--- config.mk ---
export PLATFORM = sky130hd
export DESIGN_NAME = writeback_logic_gen
export DESIGN_NICKNAME = d
export VERILOG_FILES = /design/src/rtl/bert_arbiter_pkg.sv /design/src/rtl/writeback_logic_gen_tile_serializer.sv /design/src/rtl/writeback_logic_gen.sv
export SDC_FILE = /design/constraint.sdc
export NUM_CORES = 1
export LEC_CHECK = 0
export BUFFER_PORTS_ARGS = -buffer_cell sky130_fd_sc_hd__buf_2
export CAP_MARGIN = 40
export CELL_PAD_IN_SITES_DETAIL_PLACEMENT = 2
export CELL_PAD_IN_SITES_GLOBAL_PLACEMENT = 2
export CORE_AREA = 2 2 310 312
export CTS_CLUSTER_DIAMETER = 60
export DETAILED_ROUTE_END_ITERATION = 12
export DIE_AREA = 0 0 312 314
export GPL_TIMING_DRIVEN = 1
export MAX_ROUTING_LAYER = met4
export PLACE_DENSITY = 0.73
export SYNTH_ARGS = -nofsm -noshare
export SYNTH_HDL_FRONTEND = slang
export SYNTH_SLANG_ARGS = --single-unit
--- constraint.sdc ---
create_clock -name clk -period 1.93 [get_ports clk]
set_input_delay 0.193 -clock clk [delete_from_list [all_inputs] [get_ports clk]]
set_output_delay 0.193 -clock clk [all_outputs]
set_load 0.03 [all_outputs]
--- src/rtl/bert_arbiter_pkg.sv ---
// Shared FSM state encoding and BRAM address composition for the tile fetch/writeback logic.
package bert_arbiter_pkg;

    typedef enum logic [1:0] {
        IDLE    = 2'd0,
        WRITING = 2'd1,
        DONE    = 2'd2
    } wb_state_e;

    // Callers truncate the result to their own address width.
    function automatic logic [31:0] compose_addr(input logic [31:0] ptr,
                                                 input logic [31:0] n,
                                                 input logic [31:0] off);
        return ptr * n + off;
    endfunction

endpackage

--- src/rtl/writeback_logic_gen_tile_serializer.sv ---
// Holds one captured result tile and walks an offset counter across its BRAM words.
module tile_serializer
    import bert_arbiter_pkg::*;
#(
    parameter int NUM_WRITES_PER_TILE = 2,
    parameter int DATA_WIDTH          = 256,
    parameter int OFF_W               = $clog2(NUM_WRITES_PER_TILE)
) (
    input  logic                                      clk,
    input  logic                                      rst_n,
    input  logic                                      load_i,
    input  logic                                      step_i,
    input  logic [NUM_WRITES_PER_TILE*DATA_WIDTH-1:0] tile_data_i,
    output logic [OFF_W-1:0]                          offset_o,
    output logic                                      last_o,
    output logic [DATA_WIDTH-1:0]                     word_o
);

    logic [NUM_WRITES_PER_TILE-1:0][DATA_WIDTH-1:0] tile_q;
    logic [OFF_W-1:0]                               offset_q, offset_d;

    assign last_o   = (offset_q == OFF_W'(NUM_WRITES_PER_TILE - 1));
    assign offset_o = offset_q;
    assign word_o   = tile_q[offset_q];

    always_comb begin
        offset_d = offset_q;
        if (load_i)
            offset_d = '0;
        else if (step_i)
            offset_d = last_o ? '0 : offset_q + 1'b1;
    end

    always_ff @(posedge clk or negedge rst_n) begin
        if (!rst_n) begin
            tile_q   <= '0;
            offset_q <= '0;
        end else begin
            offset_q <= offset_d;
            if (load_i)
                tile_q <= tile_data_i;
        end
    end

endmodule

--- src/rtl/writeback_logic_gen.sv ---
// Accepts one result tile, serializes it into consecutive BRAM words, then advances the tile pointer.
module writeback_logic_gen
    import bert_arbiter_pkg::*;
#(
    parameter int NUM_WRITES_PER_TILE = 2,
    parameter int DATA_WIDTH          = 256,
    parameter int ADDR_WIDTH          = 11,
    parameter int MAX_TILES           = 384,
    parameter int PTR_WIDTH           = 9
) (
    input  logic                                      clk,
    input  logic                                      rst_n,
    input  logic                                      reset_addr_counter,
    input  logic                                      tile_valid,
    input  logic [NUM_WRITES_PER_TILE*DATA_WIDTH-1:0] tile_data,
    output logic                                      tile_ready,
    output logic [ADDR_WIDTH-1:0]                     bram_addr,
    output logic [DATA_WIDTH-1:0]                     bram_wdata,
    output logic                                      bram_en,
    output logic                                      bram_we,
    output logic                                      write_done,
    output logic [PTR_WIDTH-1:0]                      tile_ptr,
    output logic                                      buffer_full
);

    localparam int OFF_W = $clog2(NUM_WRITES_PER_TILE);

    wb_state_e            state_q;
    logic [PTR_WIDTH-1:0] ptr_q;
    logic                 full_q;
    logic                 clr_q;

    logic                  handshake;
    logic                  writing;
    logic                  last;
    logic [OFF_W-1:0]      offset;
    logic [DATA_WIDTH-1:0] word;

    assign handshake = (state_q == IDLE) && tile_valid && !full_q;
    assign writing   = (state_q == WRITING);

    tile_serializer #(
        .NUM_WRITES_PER_TILE (NUM_WRITES_PER_TILE),
        .DATA_WIDTH          (DATA_WIDTH),
        .OFF_W               (OFF_W)
    ) u_ser (
        .clk         (clk),
        .rst_n       (rst_n),
        .load_i      (handshake),
        .step_i      (writing),
        .tile_data_i (tile_data),
        .offset_o    (offset),
        .last_o      (last),
        .word_o      (word)
    );

    always_ff @(posedge clk or negedge rst_n) begin
        if (!rst_n) begin
            state_q <= IDLE;
            ptr_q   <= '0;
            full_q  <= 1'b0;
            clr_q   <= 1'b0;
        end else begin
            case (state_q)
                IDLE: begin
                    if (reset_addr_counter) begin
                        ptr_q  <= '0;
                        full_q <= 1'b0;
                    end
                    if (handshake)
                        state_q <= WRITING;
                end
                WRITING: begin
                    // A clear arriving mid-tile is deferred so the tile lands at its original addresses.
                    if (reset_addr_counter)
                        clr_q <= 1'b1;
                    if (last)
                        state_q <= DONE;
                end
                DONE: begin
                    state_q <= IDLE;
                    clr_q   <= 1'b0;
                    if (reset_addr_counter || clr_q) begin
                        ptr_q  <= '0;
                        full_q <= 1'b0;
                    end else if (ptr_q == PTR_WIDTH'(MAX_TILES - 1)) begin
                        ptr_q  <= '0;
                        full_q <= 1'b1;
                    end else begin
                        ptr_q <= ptr_q + 1'b1;
                    end
                end
                default: state_q <= IDLE;
            endcase
        end
    end

    assign tile_ready  = rst_n && (state_q == IDLE) && !full_q;
    assign bram_en     = writing;
    assign bram_we     = writing;
    assign write_done  = (state_q == DONE);
    assign tile_ptr    = ptr_q;
    assign buffer_full = full_q;
    assign bram_addr   = writing ? ADDR_WIDTH'(compose_addr(32'(ptr_q), 32'(NUM_WRITES_PER_TILE), 32'(offset)))
                                 : '0;
    assign bram_wdata  = writing ? word : '0;

endmodule
* Word-level counts from Yosys, hierarchy flattened
Index checks and enable logic that the tools add are counted.
** Word-level totals
- Register bits :: 526
- Output and inout bits :: 281
- Logic and storage cells :: 53
** Operators by class
- Add/subtract/negate cells :: 3
- Magnitude comparators :: 1
- Equality and inequality tests :: 8
- Mux-type cells :: 20
- Reduce and logical (&&, ||, !) cells :: 14
** Operators with widths (count)
- 2-to-1 mux 256 bit :: 3
- 2-to-1 mux 9 bit :: 3
- one-hot mux 9 bit (2 select lines) :: 1
- adder 10 x 1 -> 11 bit :: 1
- 2-to-1 mux 11 bit :: 1
- adder 9 x 1 -> 9 bit (second input constant) :: 1
- == test 9 bit (second input constant) :: 1
- 2-to-1 mux 1 bit :: 7
- != test 2 bit (second input constant) :: 3
- AND reduction 2 bit :: 3
- nonzero test 2 bit :: 3
- logical AND 1 bit :: 4
- 2-to-1 mux 2 bit :: 2
- one-hot mux 1 bit (2 select lines) :: 2
- one-hot mux 2 bit (2 select lines) :: 1
- != test 3 x 1 -> 1 bit (second input constant) :: 1
- AND reduction 3 bit :: 1
- == test 2 x 1 -> 1 bit (second input constant) :: 1
- == test 2 bit (second input constant) :: 1
- logical NOT 2 bit :: 1
- < comparator 1 x 2 -> 1 bit (second input constant) :: 1
- != test 2 x 1 -> 1 bit (second input constant) :: 1
- adder 1 bit (second input constant) :: 1
- logical NOT 1 bit :: 1
- logical OR 1 bit :: 1

* Longest topological paths before layout
Gate-level depths: netlist (run 1).
- Depth after elaboration :: 5
- Gate-level depth with buffers :: 6

* By module
Synthesis (run 1) repeated with hierarchy kept, for this count alone.
** Second synthesis, totals
- Cells, all modules :: 1738
- Area total of the unflattened synthesis :: 24913.9 sq um
** Modules (own cells, without submodules)
- tile_serializer :: times used 1, cells an instance 1370, area an instance 22430.3 sq um, sequential area each 12837.3 sq um
- writeback_logic_gen :: times used 1, cells an instance 368, area an instance 2483.6 sq um, sequential area each 325.3 sq um

* Worst setup path before layout (run 1)
OpenSTA, ideal clock, no wires.
- Path type :: reg2out
- Start :: register state_q[1]
- End :: output port bram_addr[0]
- Data arrival time :: 1.582 ns
- Data required time :: 1.737 ns
- Setup slack :: 0.155 ns
- Stages on the path, launching flop included :: 6
- Path buffers :: 2
- Cell sequence :: dfrtp_1 -> nand2b_1 -> buf_2 -> inv_1 -> clkbuf_1 -> and2_1
** Between the ends
- Longest elaborated chain between the ends :: 2
** RTL lines
- from (decl) :: line writeback_logic_gen.sv:28 : wb_state_e state_q;
- from (signal assigned) :: line writeback_logic_gen.sv:59 : state_q <= IDLE;
- from (signal assigned) :: line writeback_logic_gen.sv:71 : state_q <= WRITING;
- from (signal assigned) :: line writeback_logic_gen.sv:78 : state_q <= DONE;
- == test 2 x 1 -> 1 bit :: line writeback_logic_gen.sv:40 : assign writing = (state_q == WRITING);
- named net bram_en :: line writeback_logic_gen.sv:19 : output logic bram_en,
- 2-to-1 mux 11 bit :: line writeback_logic_gen.sv:104 : assign bram_addr = writing ? ADDR_WIDTH'(compose_addr(32'(ptr_q), 32'(NUM_WRITES_PER_TILE), 32'(offset)))
- to (decl) :: line writeback_logic_gen.sv:17 : output logic [ADDR_WIDTH-1:0] bram_addr,
The timed path passes the listed nets, and every way through them passes these cells.

* Worst setup path in the final report (run 1)
- Start :: register u_ser.offset_q (netlist: u_ser.last_o)
- End :: output port bram_wdata[187]
** Between the ends
- Longest elaborated chain between the ends :: 3
** RTL lines
- from (decl) :: line writeback_logic_gen_tile_serializer.sv:20 : logic [OFF_W-1:0] offset_q, offset_d;
- from (signal assigned) :: line writeback_logic_gen_tile_serializer.sv:39 : offset_q <= offset_d;
- 2-to-1 mux 256 bit (not written as such) (2 in a row) :: line writeback_logic_gen_tile_serializer.sv:24 : assign word_o = tile_q[offset_q];
- 2-to-1 mux 256 bit :: line writeback_logic_gen.sv:106 : assign bram_wdata = writing ? word : '0;
- to (decl) :: line writeback_logic_gen.sv:18 : output logic [DATA_WIDTH-1:0] bram_wdata,
Every way passes these cells. The select of a mux whose other input is x is not followed.

==> impl_results.md, run 1 <==
* Post-layout minimum cycle time at approximately 2400 ps
* Setup slack after layout at -448 ps
* Library cells used by synthesis at 36
* DR WL/cell at a little over 30 microns
* Largest net degree at the start of global routing at about 120
* Simple-Gate Fraction of Synth Area at under 10%
* Via count of the routed design at 21.2k
* GR Util All Layers at roughly 25%
* Crit Path Category: reg2out
* Routed vias/inst at 4.71
* Final max-slew violation count at 0
* Most common cell after layout, fill and taps aside: buf_2
* Starting Density at a little over a quarter
* Total power at ~81000 uW
* Layout Cells excl Fill at roughly 4.5k
* Final worst clock skew at around 36 ps
* Status: complete, but fails checks
* Data required, critical path at 1740 ps
* Fin Setup TNS at -153830 ps
* Worst-Skew Late Latency at 630 ps
* Detail Route Antenna Nets at 0
* Placed Instances at 3770
* EDFF count, synth at 0
* Layout cells sized above 1 at between 50 and 60%
* Max cap viols at 0
* Die Ht at ~310 microns
* RSZ-0062 raised after global routing: true
* Synth Area in Adders at less than 1%
* CTS sink count at ~530
* Fill cells at 9230
* CTS tree: yes
* Pwr/cell area at a little under 2000 nW/um^2
* Nets at roughly 3.7k
* Final hold violation count at 0
* Tightest Pin Transition at approximately 830 ps
* Largest family of logic cells by synthesized area: multiplexers
* Routed WL at approximately 140 mm
* Mux cell area share after synthesis at roughly 39%
* Drt drc at 0
* Final setup violation count at between 700 and 800
* Worst VDD drop at 0.000939 V
* Sequential share of the synthesized area at 50.8%
* Avg Synthesized Cell Area at between 10 and 15 sq um
* H-tree depth at 3
* Yosys warning count at 0
* Area grow syn2layout at 59.4%
* Grt ovf at 0
* Worst hold slack at 281 ps
* Row count at roughly 110
* Top_reg_cell synth: dfrtp_1
* Worst EP arrival at around 2200 ps
* DIE WIDTH at between 300 and 400 microns
* First-pass GRT wire length at around 180 mm
* Final Wtd Congestion at about 0.89
* Initial DRC Count at 1020
* Clock transition at path regs at around 60 ps
* IO Count at 797
* Clk root buf: clkbuf_16
* Violated checks: setup timing
* Leak at roughly 0.02 uW
* Drt first pass iters at 5
* Crit Path Max Fanout at 17
* Core box area at roughly 94000 sq um
* Die area at 98000 sq um
* Net Count, Synth at 2255
* Relative slew slack at 44.7%
* Synth Area in Compound Gates at 0.343%
* Synthesized area at roughly 26000 sq um
* Crit share post-route at 123%
* Vias in the first global route at 25.2k
* CP Capture Type: output port
* Async set-reset flop share out of synthesis at between 90% and 100%
* Post-DP HPWL at 66.1 mm
* Total CTS buffers at 70
* Syn Inst Count at between 1.5k and 2k
* Most frequent cells in the layout: 579 x buf_2, 525 x dfrtp_1, 515 x dlygate4sd3_1
* Xor/xnor share of the synthesized area at less than 1%
* I/O Buffers at ~800
* CTS max path bufs at 3
* Initial antenna violation count at 24
* Startpoint types: flip-flop
* Min-delay worst type: in2reg
* Number of synthesized register bits at between 500 and 600
* Peak Freq at 0.421 GHz
cells by family after synthesis:
logic type	after synthesis
adders and majority gates	1
buffers and inverters	123
DFF	526
muxes	768
AOI/OAI and AO/OA	15
and+or+nand+nor	299
other	1
xor gates and xnor gates	5
state kept, by name, summed over array words and instances, names as in the netlist:
signal	count
u_ser.last_o	1
u_ser.tile_q	512
buffer_full	1
tile_ptr	9
state_q	2
clr_q	1
per-stage QoR:
stage | area [sq um] | util, % | setup WS (ps)
3_3_place_gp | 31300 | 33.1 | -1.01
6_report | 41300 | 43.7 | -448
3_5_place_dp | 31300 | 33.1 | -64.7
4_1_cts | 40000 | 42.4 | -441
5_1_grt | 41300 | 43.7 | -493
2_1_floorplan | 25900 | - | 155
cell usage after synthesis, types with 3 or more instances:
master / n / area [sq um]
a21oi_1: 3 / 15.0
mux2_4: 458 / 6880
inv_1: 3 / 11.3
mux2_2: 54 / 608
buf_4: 7 / 52.6
mux2i_1: 256 / 2560
buf_8: 5 / 75.1
buf_2: 50 / 250
clkbuf_1: 9 / 33.8
dfrtp_1: 526 / 13200
xnor2_1: 5 / 43.8
nand3_1: 5 / 25.0
and2_1: 11 / 68.8
buf_12: 46 / 921
nand2_1: 5 / 18.8
o21ai_0: 7 / 35.0
nor2_1: 266 / 998
path summary, 6_finish.rpt:
check / start / depth (start not counted) / slack [ps] / endpoint
min in group asynchronous: rst_n / 3 / 380 / u_ser.tile_q[222]
worst max register to register: state_q[0] / 7 / -260 / u_ser.tile_q[462]
worst min-delay path: tile_valid / 4 / 280 / u_ser.tile_q[42]
max in group asynchronous: rst_n / 3 / 750 / u_ser.tile_q[114]
worst max-delay path: u_ser.last_o / 6 / -450 / bram_wdata[187]
worst min register to register: u_ser.tile_q[0] / 1 / 510 / u_ser.tile_q[0]
where the power goes:
part	internal [uW]	switching (uW)	leakage, uW	total [uW]
clock network	8320	5840	0.00116	14200
registers	16700	5450	0.00620	22100
logic	21200	23600	0.0122	44800
cell type report:
cell class | count | area [sq um] | area share [%]
Timing Repair Buffer | 1454 | 12000 | 29.0
Inverter | 3 | 15.0 | 0.0363
Clock inverter | 23 | 323 | 0.781
Clock buffer | 105 | 2080 | 5.03
Tap cell | 1265 | 1580 | 3.83
Antenna cell | 26 | 65.1 | 0.157
Multi-Input combinational cell | 1089 | 12100 | 29.3
Sequential cell | 526 | 13200 | 31.9
timing repair:
item / in CTS / in global routing
endpoints found under the hold margin: 808 / 0
buffers inserted: 28 / 9
hold buffers: 515 / 0
setup endpoints to repair: 268 / 718
gates resized for setup: 249 / 310
gates cloned: 7 / 9
pin swaps: 5 / 10
routing by layer:
metal	up-vias	global-route usage (%)	wire [microns]	part of all wire, %
met2	852	47.3	74700	55
met5	-	-	0	0
met3	337	4.58	6040	4.4
li1	8871	-	-	-
met4	0	11.0	6970	5.1
met1	11100	26.1	48400	36
critical path: stages (launching register included):
cell,delay [ps]
dfrtp_4,470
buf_12,190
buf_16,210
buf_6,130
mux2i_1,300
nor2_1,80
buf_2,190
(Power assumes the default switching activity.)
==> run 2: changes to the inputs <==
Settings changed: CORE_AREA 2 2 310 312 to 2 2 308 310, DIE_AREA 0 0 312 314 to 0 0 310 312, SYNTH_HIERARCHICAL set to 1.
Clock period 1.93 ns to 2.2 ns, I/O delays scaled along.
==> run 2 against run 1 <==
Net effect:
- the run still ends with setup timing left
- register-to-register slack gained 280 ps
- hold slack lost 150 ps
- first-iteration DRC count shrank 17%
- total power shrank 17%
- die area shrank 1.3%
- global-route usage is essentially flat
- sequential power shrank 17%
- critical endpoint is now bram_wdata[191]
- largest cell class unchanged
- highest routed layer unchanged
==> impl_results.md, run 2 <==
* Status: complete, but fails checks
* Violated checks: setup timing
* Mux cell area share after synthesis at 34.8%
* Post-layout minimum cycle time at ~2500 ps
* Max reg flops at slightly above 500
* Final hold violation count at 0
* Xor/xnor share of the synthesized area at less than 1%
* FF-to-FF setup slack at around 20 ps
* Final setup violation count at between 200 and 300
* Synth Area in Adders at less than 1%
* Most common cell after layout, fill and taps aside: mux2_2
* Largest family of logic cells by synthesized area: multiplexers
* Simple-Gate Fraction of Synth Area at 7.35%
* Max cap viols at 0
* DR WL/cell at 28.9 microns
* Yosys top cell by area: dfrtp_1
* Routed WL at roughly 130 mm
* Crit share post-route at 114%
* Routed vias/inst at between 4 and 5
* Core box area at between 90000 and 100000 sq um
* Detail Route Antenna Nets at 0
* Starting Density at a little over a quarter
* Relative slew slack at between 50% and 60%
* Syn Inst Count at ~1.7k
* Drt drc at 0
* Async set-reset flop share out of synthesis at 100%
* Synth top area share at a little over half
* CTS max path bufs at 3
* Worst VDD drop at 0.000774 V
* H-tree depth at 3
* Top reg by flops: u_ser/tile_q
* Synth top area cells: dfrtp_1 53%, mux2_2 35%, and2_1 6.8%
* Vias in the first global route at approximately 25k
* Clk root buf: clkbuf_16
* Peak Freq at 0.399 GHz
* Reg2Reg Capture Point: u_ser/tile_q[18]
* Layout Cells excl Fill at roughly 4.5k
* Yosys warning count at 6
* Startpoint types: flip-flop
* RSZ-0062 raised after global routing: true
* Crit Path Max Fanout at 6
* Final worst clock skew at around 35 ps
* Sequential share of the synthesized area at between 50% and 60%
* RR Startpoint: state_q[0]
* Die Ht at around 310 microns
* Pwr/cell area at about 1700 nW/um^2
* Most frequent cells in the layout: 756 x mux2_2, 678 x buf_2, 525 x dfrtp_1
* Crit Path Category: reg2out
* GR Util All Layers at ~25%
* Most instantiated cells after synthesis: 769 x mux2_2, 526 x dfrtp_1, 269 x and2_1, 80 x buf_6, 29 x clkbuf_1
* Top-count cell post-synth: mux2_2
* Synthesized area at about 25000 sq um
* Clock transition at path regs at around 60 ps
* Total CTS buffers at 76
* Library cells used by synthesis at 30
* Final max-slew violation count at 0
* Net Count, Synth at 2255
* Number of synthesized register bits at approximately 530
* Tightest Pin Transition at 700 ps
* Worst-Skew Late Latency at 640 ps
* Layout cells sized above 1 at just under 60%
* CTS tree: yes
* Nets at roughly 3.6k
* CTS sink count at around 530
* Avg Synthesized Cell Area at ~14 sq um
* Top_reg_cell synth: dfrtp_1
* EDFF count, synth at 0
* Via count of the routed design at roughly 21k
* Die area at 96700 sq um
* Synth Area in Compound Gates at less than 1%
* Final instance area at about 40000 sq um
* Post-DP HPWL at 66.3 mm
* Dpl cell area at 30400 sq um
* Fill cells at approximately 9.2k
* CP Capture Type: output port
* DIE WIDTH at between 300 and 400 microns
* R2R cell count at 6
* Data required, critical path at 1980 ps
* Area grow syn2layout at 61.0%
* Initial antenna violation count at 39
* Min-delay worst type: in2async
* Initial DRC Count at 850
* Largest net degree at the start of global routing at around 120
* Grt ovf at 0
* First-pass GRT wire length at approximately 180 mm
* Placed Instances at approximately 3.7k
* I/O Buffers at between 700 and 800
* Row count at about 110
* Setup slack after layout at -309 ps
* Leak at about 0.018 uW
* Worst EP arrival at 2290 ps
* Fin Setup TNS at -47520 ps
* Final Wtd Congestion at a little under 0.9
* IO Count at about 800
* Drt first pass iters at 5
## run 2: kinds of logic after synthesis
| family | count (synthesis) |
|---|---|
| AO/OA/AOI/OAI | 23 |
| XOR/XNOR | 1 |
| adder cells (fa/ha/maj) | 1 |
| buffers and inverters | 123 |
| flip-flops | 526 |
| multiplexers | 769 |
| other | 1 |
| AND/OR/NAND/NOR | 294 |
## run 2: per-layer routing
layer,GRT usage (%),wire (microns)
met3,4.18,5220
met5,-,0
met2,46.5,70600
met1,25.1,45500
met4,14.9,8010
## run 2: what timing repair did
action | in CTS | in global routing
pin swaps | 0 | 3
cloned | 10 | 18
hold buffers | 514 | 0
buffers inserted | 15 | 11
setup endpoints to repair | 268 | 269
gates resized for setup | 142 | 197
hold endpoints to repair | 692 | 0
## run 2: worst max-delay path, stage by stage, from the launching register on
cell       delay (ps)
dfrtp_4           480
buf_12            170
buf_12            140
clkbuf_16         160
mux2_2            380
and2_1            160
buf_2             180
## run 2: how the worst max path moves through the flow
stage | endpoint | start | slack [ps]
3_5_place_dp | u_ser/tile_q[53] | state_q[0] | 200
3_3_place_gp | u_ser/tile_q[18] | state_q[0] | 220
6_report | bram_wdata[191] | u_ser/last_o | -310
5_1_grt | bram_wdata[191] | u_ser/last_o | -380
4_1_cts | bram_wdata[203] | u_ser/last_o | -350
2_1_floorplan | bram_wdata[246] | state_q[1] | 370
## run 2: area by class of cell
| type | instances | area (sq um) | share of cell area [%] |
|---|---|---|---|
| Sequential cell | 526 | 13200 | 32.8 |
| Timing Repair Buffer | 1434 | 11800 | 29.4 |
| Multi-Input combinational cell | 1089 | 10900 | 27.1 |
| Clock buffer | 100 | 2170 | 5.40 |
| Tap cell | 1254 | 1570 | 3.91 |
| Clock inverter | 34 | 438 | 1.09 |
| Antenna cell | 44 | 110 | 0.274 |
| Inverter | 2 | 7.51 | 0.0187 |
## run 2: where the power goes
| part | switching [uW] | leakage, uW | internal [uW] |
|---|---|---|---|
| logic | 18800 | 0.0107 | 17200 |
| clock network | 5340 | 0.00127 | 7830 |
| registers | 3660 | 0.00619 | 14600 |
## run 2: through the flow
stage	power, uW	setup slack, ps	util, %	hold slack (ps)
3_5_place_dp	45100	204	32.6	154
2_1_floorplan	36600	374	-	-75.6
4_1_cts	62100	-348	41.9	97.3
5_1_grt	69900	-384	43.1	131
3_3_place_gp	43700	217	32.6	144
6_report	67500	-309	43.1	133
